===== config.mk =====
export PLATFORM = sky130hd
export DESIGN_NAME = uart_tx
export DESIGN_NICKNAME = d
export VERILOG_FILES = /design/src/rtl/uart_pkg.sv /design/src/rtl/uart_fifo.sv /design/src/rtl/uart_tx.sv
export SDC_FILE = /design/constraint.sdc
export NUM_CORES = 1
export LEC_CHECK = 0
export ABC_AREA = 1
export CAP_MARGIN = 10
export CORE_UTILIZATION = 25
export DETAILED_ROUTE_END_ITERATION = 16
export PLACE_DENSITY_LB_ADDON = 0.05
export SLEW_MARGIN = 15
export SYNTH_ARGS = -nofsm -noshare
export SYNTH_HDL_FRONTEND = slang
export SYNTH_SLANG_ARGS = --single-unit
export TNS_END_PERCENT = 5

===== constraint.sdc =====
create_clock -name clk -period 2.2 [get_ports clk]
set_clock_uncertainty 0.2 [all_clocks]
set_input_delay 0.44 -clock clk [delete_from_list [all_inputs] [get_ports clk]]
set_output_delay 0.44 -clock clk [all_outputs]
set_load 0.02 [all_outputs]

===== src/rtl/uart_pkg.sv =====
// Shared UART definitions: frame layout, line levels and the TX FSM state type.
// Latency: n/a (declarations only).
// Backpressure: n/a (declarations only).
package uart_pkg;

   localparam int   FRAME_BITS = 10;
   localparam int   DATA_BITS  = 8;
   localparam logic START_BIT  = 1'b0;
   localparam logic STOP_BIT   = 1'b1;
   localparam logic IDLE_LEVEL = 1'b1;

   typedef enum logic [1:0] {
      IDLE  = 2'd0,
      START = 2'd1,
      DATA  = 2'd2,
      STOP  = 2'd3
   } tx_state_t;

endpackage


===== src/rtl/uart_fifo.sv =====
// Synchronous FIFO with a head word visible on dout and an occupancy count.
// Latency: a pushed word is visible on dout the cycle after the push edge.
// Backpressure: push is ignored when full and pop when empty; the caller sees
// this through full/empty. Push and pop on the same edge both take effect.
//
// Ports:
//   clk, reset      clock, asynchronous active-low reset (flushes pointers/count)
//   push, din       write request and data
//   pop, dout       read request and current head word
//   full, empty     occupancy flags derived from the registered count
//   count           number of entries held, 0..DEPTH
module uart_fifo #(
   parameter int WIDTH = 8,
   parameter int DEPTH = 2
) (
   input  logic                       clk,
   input  logic                       reset,
   input  logic                       push,
   input  logic [WIDTH-1:0]           din,
   input  logic                       pop,
   output logic [WIDTH-1:0]           dout,
   output logic                       full,
   output logic                       empty,
   output logic [$clog2(DEPTH+1)-1:0] count
);

   localparam int                 PTR_W   = $clog2(DEPTH);
   localparam int                 CNT_W   = $clog2(DEPTH+1);
   localparam logic [CNT_W-1:0]   DEPTH_C = CNT_W'(DEPTH);

   logic [WIDTH-1:0] mem [DEPTH];
   logic [PTR_W-1:0] wr_ptr;
   logic [PTR_W-1:0] rd_ptr;
   logic             do_push;
   logic             do_pop;

   assign full    = (count == DEPTH_C);
   assign empty   = (count == '0);
   assign do_push = push && !full;
   assign do_pop  = pop && !empty;
   assign dout    = mem[rd_ptr];

   // DEPTH is a power of two, so the pointers wrap by natural overflow.
   always_ff @(posedge clk or negedge reset) begin
      if (!reset) begin
         wr_ptr <= '0;
         rd_ptr <= '0;
         count  <= '0;
      end else begin
         if (do_push) wr_ptr <= wr_ptr + 1'b1;
         if (do_pop)  rd_ptr <= rd_ptr + 1'b1;
         case ({do_push, do_pop})
            2'b10:   count <= count + 1'b1;
            2'b01:   count <= count - 1'b1;
            default: count <= count;
         endcase
      end
   end

   // Storage is not reset; the pointers and count define what is valid.
   always_ff @(posedge clk) begin
      if (do_push) mem[wr_ptr] <= din;
   end

endmodule


===== src/rtl/uart_tx.sv =====
// 8N1 UART transmitter: bytes queued in a small FIFO are sent start/8 data LSB-first/stop.
// Latency: byte accepted at edge E into an empty FIFO with the line idle -> start bit after E+1.
// Backpressure: tx_ready drops when the FIFO is full (registered count); bytes offered then are dropped.
//
// Ports:
//   clk, reset     clock, asynchronous active-low reset (abandons any frame, tx goes high)
//   baud_tick_max  bit period minus one in clk cycles, sampled at each frame start
//   tx_data        byte to send, taken on an edge with tx_valid && tx_ready
//   tx_valid       tx_data is valid
//   tx_ready       FIFO has room
//   tx             serial line, registered, idle high
//   tx_busy        a frame is on the line
//   fifo_count     bytes waiting in the FIFO
module uart_tx
   import uart_pkg::*;
#(
   parameter int FIFO_DEPTH = 2,
   parameter int TICK_W     = 14
) (
   input  logic                            clk,
   input  logic                            reset,
   input  logic [TICK_W-1:0]               baud_tick_max,
   input  logic [7:0]                      tx_data,
   input  logic                            tx_valid,
   output logic                            tx_ready,
   output logic                            tx,
   output logic                            tx_busy,
   output logic [$clog2(FIFO_DEPTH+1)-1:0] fifo_count
);

   localparam logic [2:0] LAST_BIT = 3'(DATA_BITS - 1);

   tx_state_t         state_q,    state_d;
   logic [TICK_W-1:0] baud_cnt_q, baud_cnt_d;
   logic [TICK_W-1:0] m_q,        m_d;
   logic [2:0]        bit_idx_q,  bit_idx_d;
   logic [7:0]        shift_q,    shift_d;
   logic              tx_q,       tx_d;

   logic              fifo_full;
   logic              fifo_empty;
   logic [7:0]        fifo_dout;
   logic              fifo_push;
   logic              bit_last;
   logic              frame_start;

   // Ready comes straight from the registered count, never from this cycle's pop.
   assign tx_ready  = !fifo_full;
   assign fifo_push = tx_valid && tx_ready;
   assign tx        = tx_q;

   uart_fifo #(
      .WIDTH (8),
      .DEPTH (FIFO_DEPTH)
   ) u_fifo (
      .clk   (clk),
      .reset (reset),
      .push  (fifo_push),
      .din   (tx_data),
      .pop   (frame_start),
      .dout  (fifo_dout),
      .full  (fifo_full),
      .empty (fifo_empty),
      .count (fifo_count)
   );

   assign bit_last = (baud_cnt_q == m_q);

   // A new frame starts from IDLE, or from the last stop-bit clock so that
   // consecutive frames run with no idle gap.
   assign frame_start = !fifo_empty &&
                        ((state_q == IDLE) || ((state_q == STOP) && bit_last));

   // State register
   always_ff @(posedge clk or negedge reset) begin
      if (!reset) begin
         state_q    <= IDLE;
         baud_cnt_q <= '0;
         m_q        <= '0;
         bit_idx_q  <= '0;
         shift_q    <= '0;
         tx_q       <= IDLE_LEVEL;
      end else begin
         state_q    <= state_d;
         baud_cnt_q <= baud_cnt_d;
         m_q        <= m_d;
         bit_idx_q  <= bit_idx_d;
         shift_q    <= shift_d;
         tx_q       <= tx_d;
      end
   end

   // Next state and datapath
   always_comb begin
      state_d    = state_q;
      baud_cnt_d = baud_cnt_q;
      m_d        = m_q;
      bit_idx_d  = bit_idx_q;
      shift_d    = shift_q;

      if (frame_start) begin
         // Divisor is latched here so a mid-frame change only affects the next frame.
         state_d    = START;
         baud_cnt_d = '0;
         bit_idx_d  = '0;
         shift_d    = fifo_dout;
         m_d        = baud_tick_max;
      end else begin
         case (state_q)
            IDLE: begin
            end
            START: begin
               if (bit_last) begin
                  state_d    = DATA;
                  baud_cnt_d = '0;
                  bit_idx_d  = '0;
               end else begin
                  baud_cnt_d = baud_cnt_q + 1'b1;
               end
            end
            DATA: begin
               if (bit_last) begin
                  baud_cnt_d = '0;
                  shift_d    = {1'b0, shift_q[7:1]};
                  if (bit_idx_q == LAST_BIT) begin
                     state_d = STOP;
                  end else begin
                     bit_idx_d = bit_idx_q + 1'b1;
                  end
               end else begin
                  baud_cnt_d = baud_cnt_q + 1'b1;
               end
            end
            STOP: begin
               if (bit_last) begin
                  state_d    = IDLE;
                  baud_cnt_d = '0;
               end else begin
                  baud_cnt_d = baud_cnt_q + 1'b1;
               end
            end
            default: begin
               state_d = IDLE;
            end
         endcase
      end
   end

   // Outputs: the line level is decoded from the next state and registered,
   // so tx only moves on clock edges.
   always_comb begin
      tx_busy = (state_q != IDLE);
      tx_d    = IDLE_LEVEL;
      case (state_d)
         IDLE:    tx_d = IDLE_LEVEL;
         START:   tx_d = START_BIT;
         DATA:    tx_d = shift_d[0];
         STOP:    tx_d = STOP_BIT;
         default: tx_d = IDLE_LEVEL;
      endcase
   end

endmodule

* Word-level counts from Yosys, hierarchy flattened
Memories as Yosys holds them, arrays and structs flattened. Index checks and enable logic that the tools add are counted.
Operators by class: add/subtract/negate cells 6, equal/unequal tests 14, multiplexer cells 21, reduce and logical (&&, ||, !) cells 21
Operators by type and width (count):
- $mux 14 | 3
- $mux 8 | 3
- $add 14x1->14 const B | 1
- $eq 14x14->1 | 1
- $eq 2x2->1 const B | 6
- $mux 3 | 4
- $mux 2 | 5
- $reduce_bool 2->1 | 5
- $ne 3x2->1 const B | 3
- $eq 2x1->1 const B | 3
- $logic_not 2->1 | 3
- $pmux 2 s3 | 1
- $pmux 3 s2 | 1
- $logic_and 1x1->1 | 5
- $pmux 2 s2 | 1
- $reduce_and 4->1 | 1
- $add 3x1->3 const B | 1
- $eq 3x3->1 const B | 1
- $pmux 1 s3 | 1
- $reduce_bool 3->1 | 1
- $reduce_or 3->1 | 1
- $add 1x1->1 const B | 2
- $add 2x1->2 const B | 1
- $logic_not 1->1 | 2
- other kinds (5) | 6
Storage, ports and cells: register bits after elaboration 46, RAM bits 16, input bits 25, output and inout bits 5, logic and storage cells 73, memories 1
Memories:
- u_fifo.mem | depth 2, width 8, read ports 1, clocked after Yosys merged registers in 0, wr ports 1, RTL line uart_fifo.sv:31 | logic [WIDTH-1:0] mem [DEPTH];

* Depth between registers and ports, before layout
depth in word-level cells 8, gate-level depth with buffers 15, mapped depth without buffers 14

* Modules after synthesis
From an unflattened synthesis, not the netlist that was laid out.
Unflattened totals: cells, all modules 365, area, all modules 3176.8 µm²
By module, submodules not included:
- uart_tx | instances 1, cells each 291, area an instance 2359.8 µm²
- uart_fifo | instances 1, cells each 74, area an instance 817.0 µm²

* Worst setup path before layout
Ideal clock, no wire load.
kind reg-to-reg, start point register baud_cnt_q[3], end point register u_fifo.count[1], setup time 131 ps, data arrival time 1900 ps, setup slack -30 ps, cell stages (with the launch flop) 16, buffers on the path 1, clock period less this slack 2230 ps, cell sequence dfrtp_1 > inv_1 > nand2_1 > nand2_1 > nor2_1 > nand2_1 > nor2_4 > nand2_2 > nand2_4 > nand2_4 > clkinv_4 > buf_4 > ha_1 > a21oi_1 > o21ai_0 > xnor2_1
Between the ends: word-level cells in the longest chain between the ends 7, elaborated cells between the ends (all ways) 9, those cells by class eq/ne (3); mux (1); reduce/logical (5)
Ends and longest elaborated chain:
- from (decl) | RTL line uart_tx.sv:34 | logic [TICK_W-1:0] baud_cnt_q, baud_cnt_d;
- from (signal assigned) | RTL line uart_tx.sv:85 | baud_cnt_q <= baud_cnt_d;
- $eq 14x14->1 * | RTL line uart_tx.sv:67 | assign bit_last = (baud_cnt_q == m_q);
- $logic_and 1x1->1 * | RTL line uart_tx.sv:72 | ((state_q == IDLE) || ((state_q == STOP) && bit_last));
- $logic_or 1x1->1 * | RTL line uart_tx.sv:72
- $logic_and 1x1->1 * | RTL line uart_tx.sv:71 | assign frame_start = !fifo_empty &&
- net frame_start | RTL line uart_tx.sv:45 | logic frame_start;
- $logic_and 1x1->1 * | RTL line uart_fifo.sv:40 | assign do_pop = pop && !empty;
- $eq 2x1->1 / $eq 2x2->1 (equally long branches) | RTL line uart_fifo.sv:52 | case ({do_push, do_pop})
- $pmux 2 s2 / $reduce_bool 2->1 (equally long branches)
- to (signal assigned) | RTL line uart_fifo.sv:53 | 2'b10: count <= count + 1'b1;
- to (signal assigned) | RTL line uart_fifo.sv:54 | 2'b01: count <= count - 1'b1;
- to (signal assigned) | RTL line uart_fifo.sv:55 | default: count <= count;
- to (decl) | RTL line uart_fifo.sv:24 | output logic [$clog2(DEPTH+1)-1:0] count
Mark *: on every way through the listed nets, which the timed path passes. The rest lies on a longest branch. A chain may end at the register's enable or synchronous reset.

* Worst setup path after layout
start point register tx_q (netlist: tx), end point output port tx
RTL lines:
- from (decl) | RTL line uart_tx.sv:38 | logic tx_q, tx_d;
- from (signal assigned) | RTL line uart_tx.sv:89 | tx_q <= tx_d;
- to (decl) | RTL line uart_tx.sv:26 | output logic tx,
No word-level cell between the ends.

==> reports/results.ini <==
[worst_setup_path]
r2r_cells=14
crit_path_cell_trace=clkdlybuf4s50_1
cp_slowest_stage_delay_ns=0.59
crit_slowest_cell=clkdlybuf4s50_1
r2r-start=baud_cnt_q[9]$_DFFE_PN0P_
crit_family=buffers and inverters
path_buf_inv=1
end_kind=output pin
start_kind=flip-flop
arrival_ns=1.44
regToRegSetupSlack_ns=0.16
r2r-end=u_fifo.count[1]$_DFFE_PN0P_
crit_fanout=1
cp.required_ns=1.56
path_class=flip-flop to output pin

[finish]
fin_util=0.349
multi_input_area_mm2=0.00126
regArea_mm2=0.00163
nets=442
diodes=0
fillCellCount=1215
synthToLayoutAreaGrowth_pct=33.4
layout-drive-gt1-share=0.185
final_common_cell=nand2_1
final_cell_mix=nand2_1, dfrtp_1, inv_1

[floorplanning]
die_w_um=112
dieArea_mm2=0.0126
ios=30
start_util=0.262
placementRows=39
core-area_mm2=0.0116
dieHeight_um=112

[synth]
syn_inst=351
ys_seq_area_frac=0.537
synth-seq-cells=62
syn_area_mm2=0.00304
yosysWarningCount=0
yosysTopAreaCellShare=0.370
yosysTopAreaCell=dfrtp_1
synth_area_leaders=dfrtp_1, edfxtp_1, nand2_1, inv_1, nor2_1
yosysUniqueCellTypes=36
synth_area_per_cell_um2=8.66
syn_nets=382

[power_and_ir_drop]
power.leakage_uw=0.00186
p_per_area_mw_per_mm2=1230
vdd_drop_max_v=0.000505

[global_route]
grt_pass1_wl_mm=11.9
grt_pass1_vias=2362
grt_usage=0.127
grt_overflow=0
grt_max_degree=29
antenna_found_initial=0

[worst_hold_path]
hold_end=shift_q[1]$_DFFE_PN0P_
min-delay-start=shift_q[2]$_DFFE_PN0P_
hp-class=flip-flop to flip-flop
min_path_cells=2

[sta]
rsz0062_at_grt=yes
hold_viol_final=0
fmax_mhz=480
setup_viol=0
fin_crit_sh=0.947
period_minus_slack_ns=2.08
tightest_slew_ns=0.494
tns_ns=0
slew_headroom=0.671
slew_violations=0

[placed_design]
dpl.hpwl_mm=5.12
globalplace.congestion=0.760
port-buffer-count=29

[routing]
drt-total-wl_mm=7.03
drt-pass1-iter-count=10
wl_per_cell_um=12.6
drt-initial-drc-count=60
drt-vias-per-instance=4.19
drc=2
final_antenna_net_count=0
vias=2343

[clock_network]
path_clk_slew_ns=0.06
numCtsBuffers=9
cts_htree_levels=3
tritoncts=yes
root_buffer=clkbuf_16
clk_latency_ns=0.34
cts.sinks=62
clk_path_buf_depth=2

[run_status]
violations=DRC
status=finished with violations

[run]
cap_violations=0

[state kept, by name, summed over array words and instances, names as in the netlist]
register,flops
baud_cnt_q,14
bit_idx_q,3
m_q,14
shift_q,8
state_q,2
tx,1
u_fifo.count,2
u_fifo.mem,16
u_fifo.rd_ptr,1
u_fifo.wr_ptr,1
[worst max path at each step]
stage | start | end | slack, ns | depth (start not counted)
3_5_place_dp | baud_cnt_q[12]$_DFFE_PN0P_ | tx$_DFF_PN1_ | 0.01 | 13
2_1_floorplan | baud_cnt_q[7]$_DFFE_PN0P_ | u_fifo.count[1]$_DFFE_PN0P_ | 0.005 | 15
6_report | tx$_DFF_PN1_ | tx | 0.12 | 1
3_3_place_gp | baud_cnt_q[12]$_DFFE_PN0P_ | tx$_DFF_PN1_ | -0.05 | 13
5_1_grt | baud_cnt_q[9]$_DFFE_PN0P_ | u_fifo.count[1]$_DFFE_PN0P_ | -0.02 | 14
4_1_cts | baud_cnt_q[12]$_DFFE_PN0P_ | tx$_DFF_PN1_ | 0.005 | 13
[cell type report]
type                    instances  area share
multi-input cells             238       0.310
flip-flops and latches         62       0.403
inverters                      45      0.0435
clock inverters                 5      0.0207
clock buffers                  11      0.0574
repair buffers                 55       0.122
well taps                     143      0.0441
[kinds of logic (layout without fill, tap and decap cells)]
family | after synthesis | count (layout) | share of synthesized area
AND/OR/NAND/NOR | 190 | 190 | 0.274
XOR/XNOR | 12 | 12 | 0.0346
adder cells (fa/ha/maj) | 6 | 6 | 0.0247
buffers and inverters | 51 | 116 | 0.0724
AO/OA/AOI/OAI | 30 | 30 | 0.0572
flip-flops | 62 | 62 | 0.537
[stage by stage]
stage	area (um2)	instances	hold slack (ns)	setup slack (ns)	total power, uW
after floorplan	3040	351	-0.0556	0.00537	2890
after global placement	3610	536	0.239	-0.0539	3460
after detailed placement	3610	536	0.249	0.0100	3450
after CTS	3940	553	0.296	0.00524	5010
after global routing	4060	559	0.337	-0.0172	5400
final	4060	559	0.295	0.117	5000
[cell usage after synthesis, drive strengths merged]
| cell | number |
|---|---|
| nand2 | 124 |
| dfrtp | 45 |
| inv | 43 |
| nor2 | 35 |
| nand3 | 22 |
| o21ai | 18 |
| edfxtp | 16 |
| a21oi | 8 |
| xor2 | 7 |
| ha | 6 |
| buf | 5 |
| xnor2 | 5 |
| nor3 | 4 |
| a22oi | 2 |
| clkinv | 2 |
| nand4 | 2 |
| a2bb2oi | 1 |
| a31o | 1 |
| and2 | 1 |
| clkbuf | 1 |
| dfstp | 1 |
| nand3b | 1 |
| nor4 | 1 |
[layer usage]
layer	part of all wire	global-route usage
met2	0.42	0.182
met5	0	0
met4	0.017	0.0507
met3	0.041	0.0470
met1	0.52	0.172
[where the power goes]
part / total [uW] / switching [uW] / internal [uW]
combinational: 1640 / 965 / 671
clock: 1520 / 525 / 993
sequential: 1840 / 246 / 1600
total: 5000 / 1740 / 3260
[repair_timing]
action | CTS | global route
hold endpoints to repair | 17 | 0
endpoints found under the setup margin | 2 | 11
gates resized for setup | 2 | 17
setup buffers | 0 | 6
pin swaps | 0 | 4
hold buffers | 1 | 0
(Power assumes the default switching activity.)
